## src/rtl/playback_addr_ctrl_pkg.sv

```systemverilog
// Shared constants for the playback address controller.
// FSM state encodings and default widths.
package playback_addr_ctrl_pkg;

  localparam int BIT_SZ_DEF = 10;
  localparam int DIV_SZ_DEF = 16;

  typedef logic [1:0] state_t;

  localparam state_t IDLE = 2'd0;
  localparam state_t RUN  = 2'd1;
  localparam state_t DONE = 2'd2;

endpackage

```

## src/rtl/playback_addr_ctrl_if.sv

```systemverilog
// Control/status bundle between register logic and the controller.
// master drives requests and settings, slave returns address and status.
interface playback_addr_ctrl_if #(
    parameter int BIT_SZ = 10,
    parameter int DIV_SZ = 16
);

    logic              start;
    logic              stop;
    logic              loop;
    logic [BIT_SZ-1:0] start_addr;
    logic [BIT_SZ-1:0] end_addr;
    logic [DIV_SZ-1:0] rate_div;
    logic [BIT_SZ-1:0] address;
    logic              addr_valid;
    logic              busy;
    logic              done;

    modport master (
        output start, stop, loop,
        output start_addr, end_addr, rate_div,
        input  address, addr_valid, busy, done
    );

    modport slave (
        input  start, stop, loop,
        input  start_addr, end_addr, rate_div,
        output address, addr_valid, busy, done
    );

endinterface

```

## src/rtl/playback_addr_ctrl_tick_divider.sv

```systemverilog
// Rate divider: counts 0..terminal while enabled, ticks on terminal.
// Clear forces the count back to zero and wins over enable.
module playback_addr_ctrl_tick_divider #(
    parameter int DIV_SZ = 16
) (
    input  logic              clock,
    input  logic              reset_n,
    input  logic              clear,
    input  logic              enable,
    input  logic [DIV_SZ-1:0] terminal,
    output logic              tick
);

    logic [DIV_SZ-1:0] count;

    assign tick = enable && (count == terminal);

    always_ff @(posedge clock or negedge reset_n) begin
        if (!reset_n) begin
            count <= '0;
        end else if (clear) begin
            count <= '0;
        end else if (enable) begin
            count <= tick ? '0 : count + DIV_SZ'(1);
        end
    end

endmodule

```

## src/rtl/playback_addr_ctrl.sv

```systemverilog
// Steps a read address through [start_addr..end_addr] at a set rate,
// single-shot or looped, with start/stop control and busy/done status.
module playback_addr_ctrl
    import playback_addr_ctrl_pkg::*;
#(
    parameter int BIT_SZ = BIT_SZ_DEF,
    parameter int DIV_SZ = DIV_SZ_DEF
) (
    input  logic                 clock,
    input  logic                 reset_n,
    playback_addr_ctrl_if.slave  bus
);

    state_t            state;
    state_t            state_nxt;
    logic [BIT_SZ-1:0] start_r;
    logic [BIT_SZ-1:0] end_r;
    logic [DIV_SZ-1:0] rate_r;
    logic              loop_r;
    logic [BIT_SZ-1:0] address;
    logic              addr_valid;
    logic              running;
    logic              accept;
    logic              tick;
    logic              step;
    logic              at_end;

    assign running = (state == RUN);
    assign accept  = !running && (state != 2'd3)
                   && bus.start && !bus.stop;
    assign step    = running && tick && !bus.stop;
    assign at_end  = (address == end_r);

    playback_addr_ctrl_tick_divider #(
        .DIV_SZ   (DIV_SZ)
    ) u_div (
        .clock    (clock),
        .reset_n  (reset_n),
        .clear    (!running || bus.stop),
        .enable   (running),
        .terminal (rate_r),
        .tick     (tick)
    );

    always_ff @(posedge clock or negedge reset_n) begin
        if (!reset_n) begin
            state <= IDLE;
        end else begin
            state <= state_nxt;
        end
    end

    always_comb begin
        state_nxt = state;
        unique case (state)
            IDLE: if (accept) state_nxt = RUN;
            RUN: begin
                if (bus.stop) begin
                    state_nxt = IDLE;
                end else if (tick && at_end && !loop_r) begin
                    state_nxt = DONE;
                end
            end
            DONE: begin
                if (bus.stop) begin
                    state_nxt = IDLE;
                end else if (accept) begin
                    state_nxt = RUN;
                end
            end
            default: state_nxt = IDLE;
        endcase
    end

    always_comb begin
        bus.busy       = running;
        bus.done       = (state == DONE);
        bus.address    = address;
        bus.addr_valid = addr_valid;
    end

    // Settings are frozen for the whole run once a start is accepted.
    always_ff @(posedge clock or negedge reset_n) begin
        if (!reset_n) begin
            start_r <= '0;
            end_r   <= '0;
            rate_r  <= '0;
            loop_r  <= 1'b0;
        end else if (accept) begin
            start_r <= bus.start_addr;
            end_r   <= bus.end_addr;
            rate_r  <= bus.rate_div;
            loop_r  <= bus.loop;
        end
    end

    always_ff @(posedge clock or negedge reset_n) begin
        if (!reset_n) begin
            address    <= '0;
            addr_valid <= 1'b0;
        end else if (accept) begin
            address    <= bus.start_addr;
            addr_valid <= 1'b1;
        end else if (step && !at_end) begin
            address    <= address + BIT_SZ'(1);
            addr_valid <= 1'b1;
        end else if (step && loop_r) begin
            address    <= start_r;
            addr_valid <= 1'b1;
        end else begin
            addr_valid <= 1'b0;
        end
    end

endmodule

```

## src/flat_wrapper.sv

```systemverilog
// flat-port wrapper written by rule: the top's interface ports become plain ports
module playback_addr_ctrl_flat import playback_addr_ctrl_pkg::*;
#(
    parameter int BIT_SZ = BIT_SZ_DEF,
    parameter int DIV_SZ = DIV_SZ_DEF
)
  (clock, reset_n, bus_start, bus_stop, bus_loop, bus_start_addr, bus_end_addr, bus_rate_div, bus_address, bus_addr_valid, bus_busy, bus_done);
  playback_addr_ctrl_if #(.BIT_SZ(BIT_SZ), .DIV_SZ(DIV_SZ)) bus_i ();
  input  logic clock;
  input  logic reset_n;
  input wire logic [$bits(bus_i.start)-1:0] bus_start;
  input wire logic [$bits(bus_i.stop)-1:0] bus_stop;
  input wire logic [$bits(bus_i.loop)-1:0] bus_loop;
  input wire logic [$bits(bus_i.start_addr)-1:0] bus_start_addr;
  input wire logic [$bits(bus_i.end_addr)-1:0] bus_end_addr;
  input wire logic [$bits(bus_i.rate_div)-1:0] bus_rate_div;
  output wire logic [$bits(bus_i.address)-1:0] bus_address;
  output wire logic [$bits(bus_i.addr_valid)-1:0] bus_addr_valid;
  output wire logic [$bits(bus_i.busy)-1:0] bus_busy;
  output wire logic [$bits(bus_i.done)-1:0] bus_done;
  assign bus_i.start = bus_start;
  assign bus_i.stop = bus_stop;
  assign bus_i.loop = bus_loop;
  assign bus_i.start_addr = bus_start_addr;
  assign bus_i.end_addr = bus_end_addr;
  assign bus_i.rate_div = bus_rate_div;
  assign bus_address = bus_i.address;
  assign bus_addr_valid = bus_i.addr_valid;
  assign bus_busy = bus_i.busy;
  assign bus_done = bus_i.done;
  playback_addr_ctrl #(.BIT_SZ(BIT_SZ), .DIV_SZ(DIV_SZ)) u_core (.clock(clock), .reset_n(reset_n), .bus(bus_i));
endmodule
```

## config.mk

```make
export PLATFORM = sky130hd
export DESIGN_NAME = playback_addr_ctrl_flat
export DESIGN_NICKNAME = d
export VERILOG_FILES = /design/src/rtl/playback_addr_ctrl_pkg.sv /design/src/rtl/playback_addr_ctrl_if.sv /design/src/rtl/playback_addr_ctrl_tick_divider.sv /design/src/rtl/playback_addr_ctrl.sv /design/src/flat_wrapper.sv
export SDC_FILE = /design/constraint.sdc
export NUM_CORES = 1
export LEC_CHECK = 0
export CORE_MARGIN = 2
export CORE_UTILIZATION = 40
export DETAILED_ROUTE_END_ITERATION = 6
export GPL_ROUTABILITY_DRIVEN = 0
export PLACE_DENSITY_LB_ADDON = 0.12
export SLEW_MARGIN = 20
export SYNTH_ARGS = -nofsm -noshare
export SYNTH_HDL_FRONTEND = slang
export SYNTH_SLANG_ARGS = --single-unit
export TNS_END_PERCENT = 100
```

## constraint.sdc

```tcl
create_clock -name clock -period 6.8 [get_ports clock]
set_clock_uncertainty 0.15 [all_clocks]
set_input_delay 0.68 -clock clock [delete_from_list [all_inputs] [get_ports clock]]
set_output_delay 0.68 -clock clock [all_outputs]
set_load 0.05 [all_outputs]
```

### After elaboration in Yosys (flattened, before gate mapping)

Cells that the tools add are included.
Widths: inputs -> output; s select.

| cells by class | value |
|---|---|
| mux-type cells | 14 |
| reductions and logical operators | 18 |
| eq/ne operators | 6 |
| add/sub/neg operators | 2 |

Operators by type and width:

| cell | count |
|---|---|
| $mux 16 | 3 |
| $mux 10 | 3 |
| $add 16x1->16 const B | 1 |
| $eq 16x16->1 | 1 |
| $add 10x1->10 const B | 1 |
| $eq 10x10->1 | 1 |
| $logic_and 1x1->1 | 10 |
| $mux 2 | 4 |
| $pmux 2 s3 | 1 |
| $logic_not 1->1 | 4 |
| $mux 1 | 3 |
| $ne 3x3->1 const B | 1 |
| $reduce_bool 3->1 | 1 |
| $eq 2x1->1 const B | 1 |
| $eq 2x2->1 const B | 1 |
| $logic_not 2->1 | 1 |
| $ne 2x2->1 const B | 1 |
| $reduce_bool 2->1 | 1 |
| $logic_or 1x1->1 | 1 |

| storage, ports and cells | value |
|---|---|
| output and inout bits | 13 |
| word-level logic and storage cells | 48 |
| bits of input ports | 41 |
| flip-flop bits (word level) | 66 |

### Logic depth before layout (Yosys ltp)

| depth | value |
|---|---|
| depth after elaboration | 8 |
| gate-level depth with buffers | 8 |
| depth with buffers taken out | 7 |

### Cells and area by module

A second synthesis with hierarchy kept.

| second synthesis, totals | value |
|---|---|
| cells, all modules | 379 |
| area total of the unflattened synthesis | 3514.6 um^2 |

By module, submodules not included:

| module | times used | seq. area each (um^2) | cells an instance | area an instance (um^2) |
|---|---|---|---|---|
| playback_addr_ctrl | 1 | 1251.2 | 256 | 2414.8 |
| playback_addr_ctrl_tick_divider | 1 | 400.4 | 123 | 1099.8 |

### Least setup slack after synthesis

No wires, ideal clock.

| timing | value |
|---|---|
| kind | register -> register |
| from | register u_core.address[6], in the netlist u_core.bus.address[6] |
| to | register u_core.address[8], in the netlist u_core.bus.address[8] |
| arrival | 2.240 ns |
| slack | 4.289 ns |
| required time | 6.528 ns |
| clock period less this slack | 2.511 ns |
| cell stages (with the launch flop) | 8 |
| setup time | 0.122 ns |
| path through | dfrtp_1 > xor2_1 > nor4_4 > nand4_4 > and4b_4 > buf_6 > a221o_1 > a32o_1 |

| between the ends | value |
|---|---|
| word-level cells in the longest chain between the ends | 5 |
| elaborated cells between the ends (all ways) | 7 |
| those cells by class | add/sub: 1; eq/ne: 1; mux: 2; reduce/logical: 3 |

Ends and longest elaborated chain:

| what | RTL line | source |
|---|---|---|
| from (decl) | playback_addr_ctrl.sv:20 | `logic [BIT_SZ-1:0] address;` |
| from (signal assigned) | playback_addr_ctrl.sv:102 | `address <= bus.start_addr;` |
| from (signal assigned) | playback_addr_ctrl.sv:105 | `address <= address + BIT_SZ'(1);` |
| from (signal assigned) | playback_addr_ctrl.sv:108 | `address <= start_r;` |
| branches (longest 5 deep; another with $add 10x1->10) | -- |  |

Parallel ways; which one is timed is not known.
A chain may end at the register's enable or synchronous reset.

### Worst setup path after layout

| timing | value |
|---|---|
| from | register u_core.state[1] |
| to | output bus_busy |

| between the ends | value |
|---|---|
| word-level cells in the longest chain between the ends | 1 |

Ends and longest elaborated chain:

| what | RTL line | source |
|---|---|---|
| from (decl) | playback_addr_ctrl.sv:14 | `state_t state;` |
| from (signal assigned) | playback_addr_ctrl.sv:49 | `state <= state_nxt;` |
| $eq 2x1->1 | playback_addr_ctrl.sv:28 | `assign running = (state == RUN);` |
| to (decl) | flat_wrapper.sv:19 | `output wire logic [$bits(bus_i.busy)-1:0] bus_busy;` |

Every way passes these cells.

==> results <==
- The flow ran to the end, and the final reports show no timing, DRC or antenna violations.
- Hold repair after CTS inserted 0 buffers.
- The kind of launch point of the worst setup path is a register.
- The number of antenna diodes in the final layout is 0.
- The clock slew at the register clock pins of the worst setup and hold paths is 0.07 ns.
- On the worst path, the slowest cell contributes a delay of 0.79 ns.
- The clock tree from TritonCTS is yes.
- The sort of element at the end of the critical path is an output pin.
- The total overflow left after global routing is 0.
- The number of warning messages in the yosys log is 0.
- In this run the biggest area consumer among cell types represents 49.1% of the synthesized area.
- Data on the critical path arrives at its endpoint at 1.77 ns.
- The overall die width is 95.7 um.
- The clock passes through at most 2 buffers.
- Final hold analysis gives a worst-case slack of 0.324 ns.
- The initial antenna violation count is 0.
- The kind of path behind the tightest hold check is reg -> reg.
- The share of post-route cells with drive strength above 1 is 6.73%.
- Along the worst path, the maximum fanout reaches 3.
- Counting every net in the synthesized netlist gives 406.
- The number of global-route vias before repair is 2522.
- For this block, the routed nets add up to 7630 um of wire.
- The library cell contributing the largest single delay on the critical path is sky130_fd_sc_hd__clkdlybuf4s50_1.
- The share of the yosys chip area belonging to registers is 49.1%.
- The final core area utilization is 50.9%.
- The number of nets at the end of the flow is 454.
- The synthesized design contains 66 register bits.
- For this run, the number of standard cells in the final layout without fillers is 521.
- The wire-length estimate of the detail-placed layout is 5190 um.
- The number of clock sinks is 66.
- The most repeated cell in the gate-level netlist after synthesis is sky130_fd_sc_hd__nand2_1.
- Timing would allow up to 384 MHz.
- At the worst endpoint, the required time is 5.97 ns.
- In this run the clock root is driven by a sky130_fd_sc_hd__clkbuf_8.
- Setup repair after global routing left no endpoint under its margin.
- Max-cap violations in this run came to 0.
- The overall die area is 0.00916 mm2.
- The H-tree was split into 3 levels.
- The count of placed standard cells including taps is 505.
- The number of clock buffers inserted by TritonCTS is 9.
- The clock reaches the later pin of the worst-skew pair after 0.34 ns.
- The number of setup buffers added after CTS is 0.
- The number of I/O pins is 54.
- The antenna violation net count after detailed routing is 0.
- The setup TNS is 0 ns.
- Traced cell by cell, the critical path runs through nand2b_1 > inv_1 > clkdlybuf4s50_1.
- The post-synthesis to final-layout area growth is 23.5%.
- The first global-routing pass estimated 12400 um of wire.
- The initial detailed-routing violation count is 140.
- The number of core rows is 33.
- The overall track demand over capacity in global routing is 17.8%.
- In this run the tightest slew margin relative to its limit is 43.7%.
- The setup-violating endpoint count in the final report is 0.
- Summing over every cut layer, the via total after detailed routing is 2627.
- The die is 95.7 um tall.
- The number of enable-type register cells in the synthesized netlist is 0.
- Sorting the synthesized cells by area gives the leading types as sky130_fd_sc_hd__dfrtp_1 (49%), sky130_fd_sc_hd__nand2_1 (13%), sky130_fd_sc_hd__xnor2_1 (5.7%), sky130_fd_sc_hd__xor2_1 (5.5%), sky130_fd_sc_hd__nor2_1 (3.1%).
- In the routed design, unresolved DRC markers number 0.
- The number of port buffers is 53.
- For this design the ratio of total power to cell area is 281 mW/mm2.
- In the synthesized netlist, the number of instances is 363.
- The first-pass iteration count of the detailed router is 4.
- The core footprint is 0.00818 mm2.
- Entering global routing, the biggest net connects 67 pins.
- VDD sags by at most 101 uV.
- The synthesized netlist occupies a cell area of 0.00337 mm2.
- By count the netlist is led by sky130_fd_sc_hd__nand2_1 (120), sky130_fd_sc_hd__dfrtp_1 (66), sky130_fd_sc_hd__nor2_1 (28).
- The reported leakage power is 1.87 nW.
- Once the floorplan was initialized, standard cells occupied 41.2% of the core.
- The cell type with the largest total area after synthesis is sky130_fd_sc_hd__dfrtp_1.
- At the pin with the least slew margin, the transition time is 0.844 ns.
- The distinct cell type count of the synthesized netlist is 45.
- The number of gates resized after CTS is 0.
- Dividing the final minimum period by the clock period gives 38.3%.
- The average wire per standard cell is 14.6 um.
- Averaged over all synthesized cells, the footprint is 9.27 um2.
- The hold violation total from the final report is 0.
- The per-cell via count in the routed design is 5.04.
- After layout, the worst setup slack is 4.20 ns.
- For the finished layout, the period the worst path requires is 2.60 ns.
- The number of max-slew violations in the final report is 0.
- The critical path class is reg -> out.
- The worst setup slack after placement is 3.71 ns.
- The dominant register cell in the synthesized netlist is sky130_fd_sc_hd__dfrtp_1.
- After synthesis, the share of flip-flops with an asynchronous set or reset is 100%.
==> critical path, delay by kind of cell (launching register included) <==
family | cells | cell delay (ns)
buffers and inverters | 2 | 0.86
and+or+nand+nor | 1 | 0.19
DFF | 1 | 0.39
==> cells by family (layout without fill, tap and decap cells) <==
kind of cell	after synthesis	after routing	share of synthesized area [%]
buffers and inverters	19	72	3.12
adder cells (fa/ha/maj)	2	2	0.743
AND/OR/NAND/NOR	206	206	28.9
AO/OA/AOI/OAI	25	25	6.32
flip-flops	66	66	49.1
multiplexers	2	2	0.632
XOR/XNOR	43	43	11.2
==> sequential cells by signal, indices dropped and copies added (netlist names) <==
| register | flops |
|---|---|
| u_core.start_r | 10 |
| u_core.u_div.count | 16 |
| u_core.rate_r | 16 |
| u_core.bus.address | 10 |
| u_core.loop_r | 1 |
| u_core.state | 2 |
| u_core.end_r | 10 |
| u_core.bus.addr_valid | 1 |
==> where the power goes <==
group          total, mW  internal, mW  switching (mW)
Sequential         0.520         0.451          0.0686
Clock              0.361         0.215           0.146
Combinational      0.288         0.123           0.165
==> layout make-up <==
class                   count  area, um2
repair buffers             55        541
fillers                   784       4020
multi-input cells         278       1610
clock buffers              11        141
clock inverters             5       77.6
well taps                 105        131
inverters                   1       3.75
flip-flops and latches     66       1650
==> layout by cell type (no fill, tap or decap), types with 2 or more instances in the layout <==
cell type	instances
sky130_fd_sc_hd__nand2_1	120
sky130_fd_sc_hd__dfrtp_1	66
sky130_fd_sc_hd__clkdlybuf4s50_1	52
sky130_fd_sc_hd__nor2_1	28
sky130_fd_sc_hd__xnor2_1	22
sky130_fd_sc_hd__xor2_1	21
sky130_fd_sc_hd__nand3_1	12
sky130_fd_sc_hd__clkbuf_8	10
sky130_fd_sc_hd__nand2b_1	8
sky130_fd_sc_hd__nand4_1	8
sky130_fd_sc_hd__and3_1	5
sky130_fd_sc_hd__nor3_1	4
sky130_fd_sc_hd__a221o_1	4
sky130_fd_sc_hd__a32o_1	4
sky130_fd_sc_hd__nor2b_1	3
sky130_fd_sc_hd__and4_1	3
sky130_fd_sc_hd__or3_1	3
sky130_fd_sc_hd__a41oi_1	3
sky130_fd_sc_hd__nor4_4	2
sky130_fd_sc_hd__a21o_1	2
sky130_fd_sc_hd__o22ai_1	2
sky130_fd_sc_hd__o2bb2ai_1	2
sky130_fd_sc_hd__o21ai_0	2
sky130_fd_sc_hd__ha_1	2
sky130_fd_sc_hd__bufinv_16	2
sky130_fd_sc_hd__clkinv_2	2
sky130_fd_sc_hd__buf_4	2
==> per-layer routing <==
metal	vias up	wire length, um	track usage [%]
met5	-	0	0
met1	1258	3940	26.4
li1	1299	-	-
met2	61	3280	26.2
met4	0	84	6.19
met3	9	324	2.98
==> metrics by stage <==
| stage | power, mW | cell area [um2] |
|---|---|---|
| after CTS | 1.18 | 4160 |
| final | 1.17 | 4160 |
| after detailed placement | 0.819 | 3940 |
| after floorplan | 0.711 | 3370 |
| after global routing | 1.23 | 4160 |
| after global placement | 0.815 | 3940 |
==> worst paths after layout <==
path	start	to	slack [ns]	depth (start not counted)
max	u_core.state[1]	bus_busy	4.20	3
min	u_core.start_r[4]	u_core.start_r[4]	0.32	2
max reg2reg	u_core.bus.address[0]	u_core.bus.address[2]	4.21	6
min reg2reg	u_core.start_r[4]	u_core.start_r[4]	0.32	2
max in group asynchronous	reset_n	u_core.start_r[5]	5.56	2
min in group asynchronous	reset_n	u_core.state[1]	0.38	2
Note: power is estimated with default switching activity, not from simulation.
